### src/rtl/morse_pkg.sv
// Shared constants, state encoding and slot-packing helper for the Morse encoder.
package morse_pkg;

  localparam int MAX_SYMBOLS = 5;
  localparam int CODE_W      = 10;

  localparam logic [1:0] SYM_EMPTY = 2'b00;
  localparam logic [1:0] SYM_DOT   = 2'b01;
  localparam logic [1:0] SYM_DASH  = 2'b11;

  typedef enum logic [1:0] {
    S_IDLE   = 2'b00,
    S_PRESS  = 2'b01,
    S_SHIFT  = 2'b10,
    S_COMMIT = 2'b11
  } state_t;

  // Slot 0 sits in the top two bits; target slot is known to be empty, so OR is enough.
  function automatic logic [CODE_W-1:0] place_symbol(input logic [CODE_W-1:0] word,
                                                      input logic [2:0]        slot,
                                                      input logic [1:0]        sym);
    logic [CODE_W-1:0] shifted;
    shifted = {sym, {(CODE_W-2){1'b0}}} >> (2 * slot);
    return word | shifted;
  endfunction

endpackage

### src/rtl/key_debouncer.sv
// Active-low push-button conditioner: 2-FF synchronizer, stability down-counter,
// registered press/release strobes. level is active-high (1 = held).
module key_debouncer #(
  parameter int DEBOUNCE_CYCLES = 500000
) (
  input  logic clock,
  input  logic resetn,
  input  logic raw_n,
  output logic level,
  output logic press_edge,
  output logic release_edge
);

  localparam int CW = $clog2(DEBOUNCE_CYCLES + 1);
  localparam logic [CW-1:0] RELOAD = CW'(DEBOUNCE_CYCLES - 1);

  logic [1:0]    sync_n;
  logic [CW-1:0] stable_cnt;
  logic          sample;

  assign sample = ~sync_n[1];

  // Bring the raw key into the clock domain; idle (released) is high.
  always_ff @(posedge clock or negedge resetn) begin
    if (!resetn) sync_n <= 2'b11;
    else         sync_n <= {sync_n[0], raw_n};
  end

  // Level flips only after DEBOUNCE_CYCLES consecutive differing samples.
  always_ff @(posedge clock or negedge resetn) begin
    if (!resetn) begin
      level        <= 1'b0;
      stable_cnt   <= RELOAD;
      press_edge   <= 1'b0;
      release_edge <= 1'b0;
    end else begin
      press_edge   <= 1'b0;
      release_edge <= 1'b0;
      if (sample == level) begin
        stable_cnt <= RELOAD;
      end else if (stable_cnt == '0) begin
        level        <= sample;
        stable_cnt   <= RELOAD;
        press_edge   <= sample;
        release_edge <= ~sample;
      end else begin
        stable_cnt <= stable_cnt - 1'b1;
      end
    end
  end

endmodule

### src/rtl/morse_encoder.sv
// Morse key capture: debounces the key and commit buttons, times presses in
// TICK_DIV-cycle ticks, packs up to five dot/dash symbols into a 10-bit word.
// Optional auto-commit after GAP_TICKS idle ticks: define MORSE_ENCODER_AUTOCOMMIT_EN.
//
// state    | meaning
// S_IDLE   | waiting for a key press or commit
// S_PRESS  | key held, counting ticks for dot/dash decision
// S_SHIFT  | writing the finished symbol into the working word
// S_COMMIT | code/code_valid presented; working word being cleared
module morse_encoder
  import morse_pkg::*;
#(
  parameter int TICK_DIV        = 25000000,
  parameter int DEBOUNCE_CYCLES = 500000,
  parameter int DASH_TICKS      = 2
`ifdef MORSE_ENCODER_AUTOCOMMIT_EN
  , parameter int GAP_TICKS     = 4
`endif
) (
  input  logic              clock,
  input  logic              resetn,
  input  logic              key_n,
  input  logic              next_n,
  input  logic              enable,
  input  logic              clear,
  output logic [CODE_W-1:0] code,
  output logic              code_valid,
  output logic [CODE_W-1:0] live_code,
  output logic [2:0]        symbol_count,
  output logic              pressing,
  output logic              overflow
);

  localparam int TW = $clog2(TICK_DIV + 1);
  localparam logic [TW-1:0] TICK_LAST = TW'(TICK_DIV - 1);
  localparam int PW = $clog2(DASH_TICKS + 1);
  localparam logic [PW-1:0] DASH_LIM = PW'(DASH_TICKS);
  localparam logic [2:0] COUNT_FULL = 3'(MAX_SYMBOLS);
  localparam logic [CODE_W-1:0] WORD_EMPTY = {MAX_SYMBOLS{SYM_EMPTY}};

  logic key_level, key_press, key_release;
  logic next_level, next_press, next_release;
  logic next_unused;

  state_t            state, state_d;
  logic [TW-1:0]     tick_cnt;
  logic              tick;
  logic [PW-1:0]     press_ticks, ticks_d;
  logic [CODE_W-1:0] live_d, code_d;
  logic [2:0]        count_d;
  logic              ovf_d, valid_d;
  logic              gap_hit;

  key_debouncer #(.DEBOUNCE_CYCLES(DEBOUNCE_CYCLES)) u_key_db (
    .clock(clock), .resetn(resetn), .raw_n(key_n),
    .level(key_level), .press_edge(key_press), .release_edge(key_release)
  );

  key_debouncer #(.DEBOUNCE_CYCLES(DEBOUNCE_CYCLES)) u_next_db (
    .clock(clock), .resetn(resetn), .raw_n(next_n),
    .level(next_level), .press_edge(next_press), .release_edge(next_release)
  );

  assign next_unused = next_level ^ next_release;
  assign pressing    = key_level;
  assign tick        = (tick_cnt == TICK_LAST) && !key_press;

  // Timing tick; restarts on each key press so durations are measured from the press.
  always_ff @(posedge clock or negedge resetn) begin
    if (!resetn)                    tick_cnt <= '0;
    else if (key_press)             tick_cnt <= '0;
    else if (tick_cnt == TICK_LAST) tick_cnt <= '0;
    else                            tick_cnt <= tick_cnt + 1'b1;
  end

`ifdef MORSE_ENCODER_AUTOCOMMIT_EN
  localparam int GW = $clog2(GAP_TICKS + 1);
  localparam logic [GW-1:0] GAP_LAST = GW'(GAP_TICKS - 1);
  logic [GW-1:0] gap_cnt, gap_d;

  // Idle-tick counter for auto-commit; only runs with a non-empty word in S_IDLE.
  always_comb begin
    gap_hit = 1'b0;
    gap_d   = gap_cnt;
    if (clear || state != S_IDLE || symbol_count == '0 || key_press) begin
      gap_d = '0;
    end else if (tick) begin
      if (gap_cnt == GAP_LAST) begin
        gap_hit = 1'b1;
        gap_d   = '0;
      end else begin
        gap_d = gap_cnt + 1'b1;
      end
    end
  end

  // Gap counter register.
  always_ff @(posedge clock or negedge resetn) begin
    if (!resetn) gap_cnt <= '0;
    else         gap_cnt <= gap_d;
  end
`else
  assign gap_hit = 1'b0;
`endif

  // Next-state and datapath: clear overrides everything; commit outranks key activity.
  always_comb begin
    state_d = state;
    live_d  = live_code;
    count_d = symbol_count;
    ovf_d   = overflow;
    code_d  = code;
    valid_d = 1'b0;
    ticks_d = press_ticks;
    if (clear) begin
      state_d = S_IDLE;
      live_d  = WORD_EMPTY;
      count_d = '0;
      ovf_d   = 1'b0;
    end else begin
      case (state)
        S_IDLE: begin
          if (next_press || gap_hit) begin
            state_d = S_COMMIT;
            code_d  = live_code;
            valid_d = 1'b1;
          end else if (key_press && enable) begin
            if (symbol_count == COUNT_FULL) begin
              ovf_d = 1'b1;
            end else begin
              ticks_d = '0;
              state_d = S_PRESS;
            end
          end
        end
        S_PRESS: begin
          if (next_press) begin
            state_d = S_COMMIT;
            code_d  = live_code;
            valid_d = 1'b1;
          end else if (!enable) begin
            state_d = S_IDLE;
          end else if (key_release) begin
            state_d = S_SHIFT;
          end else if (tick && press_ticks != DASH_LIM) begin
            ticks_d = press_ticks + 1'b1;
          end
        end
        S_SHIFT: begin
          live_d  = place_symbol(live_code, symbol_count,
                                 (press_ticks >= DASH_LIM) ? SYM_DASH : SYM_DOT);
          count_d = symbol_count + 3'd1;
          state_d = S_IDLE;
        end
        S_COMMIT: begin
          live_d  = WORD_EMPTY;
          count_d = '0;
          ovf_d   = 1'b0;
          state_d = S_IDLE;
        end
        default: state_d = S_IDLE;
      endcase
    end
  end

  // State and output registers.
  always_ff @(posedge clock or negedge resetn) begin
    if (!resetn) begin
      state        <= S_IDLE;
      live_code    <= '0;
      symbol_count <= '0;
      overflow     <= 1'b0;
      code         <= '0;
      code_valid   <= 1'b0;
      press_ticks  <= '0;
    end else begin
      state        <= state_d;
      live_code    <= live_d;
      symbol_count <= count_d;
      overflow     <= ovf_d;
      code         <= code_d;
      code_valid   <= valid_d;
      press_ticks  <= ticks_d;
    end
  end

endmodule

### config.mk
export PLATFORM = sky130hd
export DESIGN_NAME = morse_encoder
export DESIGN_NICKNAME = d
export VERILOG_FILES = /design/src/rtl/morse_pkg.sv /design/src/rtl/key_debouncer.sv /design/src/rtl/morse_encoder.sv
export SDC_FILE = /design/constraint.sdc
export NUM_CORES = 1
export LEC_CHECK = 0
export ABC_AREA = 1
export CORE_UTILIZATION = 41
export DETAILED_ROUTE_END_ITERATION = 12
export SLEW_MARGIN = 20
export SYNTH_ARGS = -nofsm -noshare
export SYNTH_HDL_FRONTEND = slang
export SYNTH_SLANG_ARGS = --single-unit
### constraint.sdc
create_clock -name clock -period 1.8 [get_ports clock]
set_input_delay 0.27 -clock clock [delete_from_list [all_inputs] [get_ports clock]]
set_output_delay 0.27 -clock clock [all_outputs]
set_load 0.005 [all_outputs]
==> run summary, run 1 <==
Run status
* result of the run: finished, final reports clean

Worst setup path
* worst reg-to-reg path cell count: 8
* signal arrival time at the worst endpoint: 1890 ps
* reg-to-reg critical path startpoint: u_next_db.stable_cnt[0]
* crit path to: u_next_db.stable_cnt[14]
* kind of end point of the critical path: flop
* Critical Path Source: u_next_db.stable_cnt[0]
* worst reg-to-reg setup slack: 170 ps
* required time at the endpoint of the critical path: 2060 ps
* Crit Reg-Reg Endpoint: u_next_db.stable_cnt[14]
* startpoint type of the worst setup path: flop
* type of the worst setup path: reg -> reg
* critical path peak fanout: 5

Global route
* initial antenna violation count: 0
* pin count of the biggest net entering global routing: 51
* aggregate global-route resource usage: 0.169
* number of global-route vias before repair: 3,955
* wire length of the first global-routing pass: 17.4 mm
* total gr overflow: 0

Timing
* final clock skew: 6.40 ps
* minimum period implied by the final worst setup slack: 1630 ps
* Hold Worst Slack: 307 ps
* # setup viols final: 0
* unrepaired setup endpoints after global routing: yes
* hold violation count in the final report: 0
* Rel. slew slack: 0.604
* total count of max-transition violations in the final report: 0
* total negative setup slack: 0 ps
* period utilization: 0.907
* transition at the pin with the smallest max-transition slack: 593 ps
* maximum operating frequency: 613 MHz
* slack of the critical path: 168 ps

Clock network
* H-tree depth reported by CTS: 3
* number of buffers added by the clock tree synthesis step: 9
* clk sink count: 101
* Root Buffer: clkbuf_16
* Clk Latency, worst-skew pair: 350 ps
* CTS Buffer Depth: 2
* Reg clk slew, reported paths: 70 ps
* TritonCTS clock tree: yes

Yosys
* area fraction in and, or, nand and nor cells after synthesis: 0.314
* #FFs+latches synth: 101
* fraction of synthesized area in multiplexers: 0
* Post-Synthesis Mean Instance Area: 8.47 sq um
* sequential element share of the synthesized area: 0.499
* Synth Flop Type: dfrtp_1
* count of different cell masters after synthesis: 36
* number of enable flip-flop cells after synthesis: 0
* post-synthesis compound-gate area fraction: 0.0517
* total nets after synthesis: 623
* Adder-Cell Fraction of Synth Area: 0.0268
* top cells by area, synth: dfrtp_1, dfstp_2, nand2_1, nor2_1, inv_1
* gate count after technology mapping: 606
* combinational family with the most area after synthesis: simple AND/OR/NAND/NOR gates
* most instantiated cells after synthesis: nand2_1, nor2_1, dfrtp_1
* Synth async-reset ratio: 1.00
* Yosys warning count: 0
* count leader, synth: nand2_1
* fraction of synthesized cell area taken by the top area cell type: 0.366
* xor and xnor area share after synthesis: 0.0444
* post-synthesis cell type with the largest combined area: dfrtp_1
* Netlist Area Pre-Place: 0.00513 sq mm

Place
* post-place setup slack: 40.7 ps
* # placed instances: 806
* Port Buffer Count: 31
* HPWL after detailed placement: 7.31 mm
* placed standard-cell area: 0.00569 sq mm
* GPL Wtd Cong: 0.840

Final layout
* Syn-to-layout area delta: 16.5%
* count of non-filler cells in the finished layout: 823
* proportion of layout cells with a drive suffix above 1: 0.157
* count of inserted antenna diode cells: 0
* post-route design area: 0.00598 sq mm
* Sequential Area: 0.00256 sq mm
* fraction of the core area covered by cells at the end of the flow: 0.493
* combined area of the multi-input logic cells: 0.00224 sq mm
* Filler cells: 1,192
* number of nets in the layout: 667

Die
* horizontal die dimension: 114 um
* boundary pin count: 32
* placeable core region: 0.0121 sq mm
* die span in y: 114 um
* die area: 0.0130 sq mm
* starting density of the core: 0.424
* cell row count: 40

Drt
* detailed-route DRC error count: 0
* remaining antenna violation count: 0
* Routed WL per cell: 11.9 um
* starting DRC count in detailed routing: 178
* DR vias: 3,873
* routed wire length: 9.82 mm
* vias per inst: 4.71
* first drt pass iteration count: 4

Power and ir drop
* post-layout total power: 4.61 mW
* leak pwr: 2.67 nW
* areal power density over the cells: 772 mW/mm^2
* peak supply drop: 0.532 mV

Job
* # Max-Cap Violations: 0

Hold path
* Hold Crit Class: in -> async

cell families (layout without fill, tap and decap cells):
logic type               after synthesis  after routing
AO/OA/AOI/OAI                         49             49
XOR/XNOR                              26             26
adder cells (fa/ha/maj)               11             11
buffers and inverters                 84            133
flip-flops                           101            101
AND/OR/NAND/NOR                      335            335
worst min path at each step:
stage / to / slack [ps] / cells after the start
after floorplan: code[0] / -30 / 0
after CTS: tick_cnt[18] / 300 / 2
final: tick_cnt[18] / 310 / 2
after global routing: u_next_db.sync_n[0] / 310 / 1
after global placement: tick_cnt[20] / 130 / 1
after detailed placement: tick_cnt[17] / 140 / 1
final cells by class:
cell class | count | area share
Clock inverter | 3 | 0.00377
Inverter | 77 | 0.0484
Tap cell | 168 | 0.0352
Multi-Input combinational cell | 421 | 0.375
Timing Repair Buffer | 40 | 0.0674
Clock buffer | 13 | 0.0419
Sequential cell | 101 | 0.428
what timing repair did:
item,4_1_cts,5_1_grt
buffers inserted,0,0
endpoints found under the setup margin,0,1
resized for setup,0,1
endpoints found under the hold margin,10,0
hold buffers,1,0
power by group:
part | switching [mW] | total, mW | internal, mW | leakage, nW
Clock | 0.833 | 1.81 | 0.977 | 0.122
Sequential | 0.0551 | 2.41 | 2.36 | 1.26
Combinational | 0.213 | 0.386 | 0.172 | 1.28
Total | 1.10 | 4.61 | 3.51 | 2.67
worst max-delay path: stages (launching register included):
cell and delay (ps):
dfstp_2 370, inv_1 120, ha_1 210, nand2_1 160, nor2_2 180, nand2_1 130, nor2_1 140, nor2_1 60
nor3_1 180
placed cells by master, fill, tap and decap left out, types with 15 or more instances in the layout:
cell / n
nand2_1: 119
inv_1: 71
clkdlybuf4s50_1: 30
a21oi_1: 22
nand3_1: 40
dfstp_2: 26
xor2_1: 16
nor3_1: 15
dfrtp_1: 75
nor2_1: 99
layer usage:
metal  global-route usage  vias up  wire length (um)
met5                    0        -                 0
met4               0.0615        0               155
met3               0.0414       12               282
met2                0.275       42              4520
li1                     -     2006                 -
met1                0.218     1813              4870
registers in the layout, indices dropped and copies added (netlist names), 3 cells and up:
| signal | count |
|---|---|
| tick_cnt | 25 |
| u_key_db.stable_cnt | 19 |
| u_next_db.stable_cnt | 19 |
| code | 10 |
| live_code | 10 |
| symbol_count | 3 |
Power figures use the tool's default switching activity.
==> run 2, diff against run 1 <==
--- a/config.mk
+++ b/config.mk
@@ -6,6 +6,7 @@
 export NUM_CORES = 1
 export LEC_CHECK = 0
 export ABC_AREA = 1
+export CAP_MARGIN = 20
 export CORE_UTILIZATION = 41
 export DETAILED_ROUTE_END_ITERATION = 12
 export SLEW_MARGIN = 20
==> results of run 2 <==
No change in the layout: final DEF, timing and power equal those of run 1.
==> run 3, diff against run 2 <==
--- a/config.mk
+++ b/config.mk
@@ -9,6 +9,7 @@
 export CAP_MARGIN = 20
 export CORE_UTILIZATION = 41
 export DETAILED_ROUTE_END_ITERATION = 12
+export PLACE_DENSITY = 0.68
 export SLEW_MARGIN = 20
 export SYNTH_ARGS = -nofsm -noshare
 export SYNTH_HDL_FRONTEND = slang
==> run summary, run 3 (same netlist as run 1, synthesis figures left out) <==
Timing
* total negative setup slack: 0 ps
* slack of the critical path: 191 ps
* unrepaired setup endpoints after global routing: no
* transition at the pin with the smallest max-transition slack: 581 ps
* maximum operating frequency: 622 MHz
* final clock skew: 7.42 ps
* minimum period implied by the final worst setup slack: 1610 ps
* period utilization: 0.894
* # setup viols final: 0
* Rel. slew slack: 0.613
* hold violation count in the final report: 0
* total count of max-transition violations in the final report: 0

Worst setup path
* kind of end point of the critical path: flop
* crit path to: u_next_db.stable_cnt[18]
* Crit Reg-Reg Endpoint: u_next_db.stable_cnt[18]
* reg-to-reg critical path startpoint: u_next_db.stable_cnt[0]
* signal arrival time at the worst endpoint: 1870 ps
* Critical Path Source: u_next_db.stable_cnt[0]
* required time at the endpoint of the critical path: 2060 ps
* startpoint type of the worst setup path: flop
* worst reg-to-reg setup slack: 190 ps
* critical path peak fanout: 11
* worst reg-to-reg path cell count: 7
* type of the worst setup path: reg -> reg

Die
* horizontal die dimension: 114 um
* boundary pin count: 32
* starting density of the core: 0.424
* placeable core region: 0.0121 sq mm
* die area: 0.0130 sq mm
* cell row count: 40
* die span in y: 114 um

Global route
* number of global-route vias before repair: 3,884
* pin count of the biggest net entering global routing: 36
* aggregate global-route resource usage: 0.165
* wire length of the first global-routing pass: 17.2 mm
* total gr overflow: 0
* initial antenna violation count: 0

Drt
* routed wire length: 9.67 mm
* detailed-route DRC error count: 0
* remaining antenna violation count: 0
* first drt pass iteration count: 5
* starting DRC count in detailed routing: 170
* vias per inst: 4.76
* DR vias: 3,916
* Routed WL per cell: 11.8 um

Power and ir drop
* peak supply drop: 0.539 mV
* Psw: 1.14 mW
* post-layout total power: 4.63 mW
* combinational group share of total power: 0.083
* register share of total power: 0.521
* net switching share of the total power: 0.247
* leak pwr: 2.67 nW
* internal power: 3.48 mW
* portion of total power attributed to the clock network: 0.396
* areal power density over the cells: 774 mW/mm^2

Final layout
* Filler cells: 1,153
* flip-flop count of the largest register, all copies and words added: 25
* count of inserted antenna diode cells: 0
* Syn-to-layout area delta: 16.5%
* proportion of layout cells with a drive suffix above 1: 0.159
* fraction of the core area covered by cells at the end of the flow: 0.494
* most common library cell in the layout ignoring fill and taps: nand2_1
* top library cells by usage in the layout, fill and taps aside: nand2_1, nor2_1, dfrtp_1
* Top Registers: tick_cnt: 25 flops, u_key_db.stable_cnt: 19 flops, u_next_db.stable_cnt: 19 flops
* count of non-filler cells in the finished layout: 822
* register with the most flip-flops: tick_cnt
* number of nets in the layout: 666

Place
* Port Buffer Count: 31
* HPWL after detailed placement: 7.13 mm
* post-place setup slack: 43.3 ps
* # placed instances: 805
* GPL Wtd Cong: 0.849

Clock network
* Reg clk slew, reported paths: 60 ps
* number of buffers added by the clock tree synthesis step: 9
* Root Buffer: clkbuf_16
* TritonCTS clock tree: yes
* CTS Buffer Depth: 2
* Clk Latency, worst-skew pair: 340 ps
* clk sink count: 101
* H-tree depth reported by CTS: 3

Hold path
* Hold Crit Class: in -> reg

Job
* # Max-Cap Violations: 0

Run status
* result of the run: finished, final reports clean

[run 3: timing repair]
item / CTS / global route
setup buffers: 0 / 0
endpoints found under the hold margin: 11 / 0
hold buffers: 1 / 0
gates resized for setup: 0 / 0
[run 3: worst min-delay path by stage]
| stage | start | endpoint | slack [ps] | cells past startpoint |
|---|---|---|---|---|
| after detailed placement | resetn | u_next_db.stable_cnt[9] | 250 | 1 |
| after global placement | resetn | u_next_db.stable_cnt[9] | 250 | 1 |
| after CTS | key_n | u_key_db.sync_n[0] | 320 | 1 |
| final | key_n | u_key_db.sync_n[0] | 330 | 1 |
| after floorplan | resetn | code[0] | -30 | 0 |
| after global routing | key_n | u_key_db.sync_n[0] | 320 | 1 |
[run 3: final cells by class]
class	count	area, sq um	share of cell area
multi-input combinational	421	2240	0.375
clock buffer	9	225	0.0377
inverter	77	289	0.0483
tap	168	210	0.0352
timing repair buffer	39	395	0.0661
sequential	101	2560	0.428
clock inverter	7	58.8	0.00984
[run 3: through the flow]
| step | instance area (sq um) | hold slack, ps |
|---|---|---|
| after global placement | 5680 | 248 |
| after detailed placement | 5680 | 251 |
| after CTS | 5980 | 318 |
| after global routing | 5980 | 325 |
| after floorplan | 5130 | -25.6 |
| final | 5980 | 330 |
[run 3: metal layers]
| layer | routed length (um) | vias up | global-route usage |
|---|---|---|---|
| li1 | - | 2005 | - |
| met2 | 4710 | 53 | 0.280 |
| met4 | 80 | 0 | 0.0494 |
| met3 | 316 | 7 | 0.0361 |
| met5 | 0 | - | 0 |
| met1 | 4560 | 1851 | 0.212 |
[run 3: critical path, stage by stage, from the launching register on]
cell and delay [ps]:
dfstp_2 530, inv_1 80, ha_1 200, and3_1 170, nand3_2 120, nand2_4 100, inv_2 220, nand3_1 110
[run 3: power by group through the flow]
| stage | Clock [mW] | Combinational [mW] | Sequential [mW] |
|---|---|---|---|
| after floorplan | 0 | 0.186 | 2.45 |
| after global placement | 0 | 0.375 | 2.45 |
| final | 1.83 | 0.382 | 2.41 |
| after global routing | 1.99 | 0.441 | 2.42 |
| after detailed placement | 0 | 0.388 | 2.45 |
| after CTS | 1.89 | 0.391 | 2.41 |
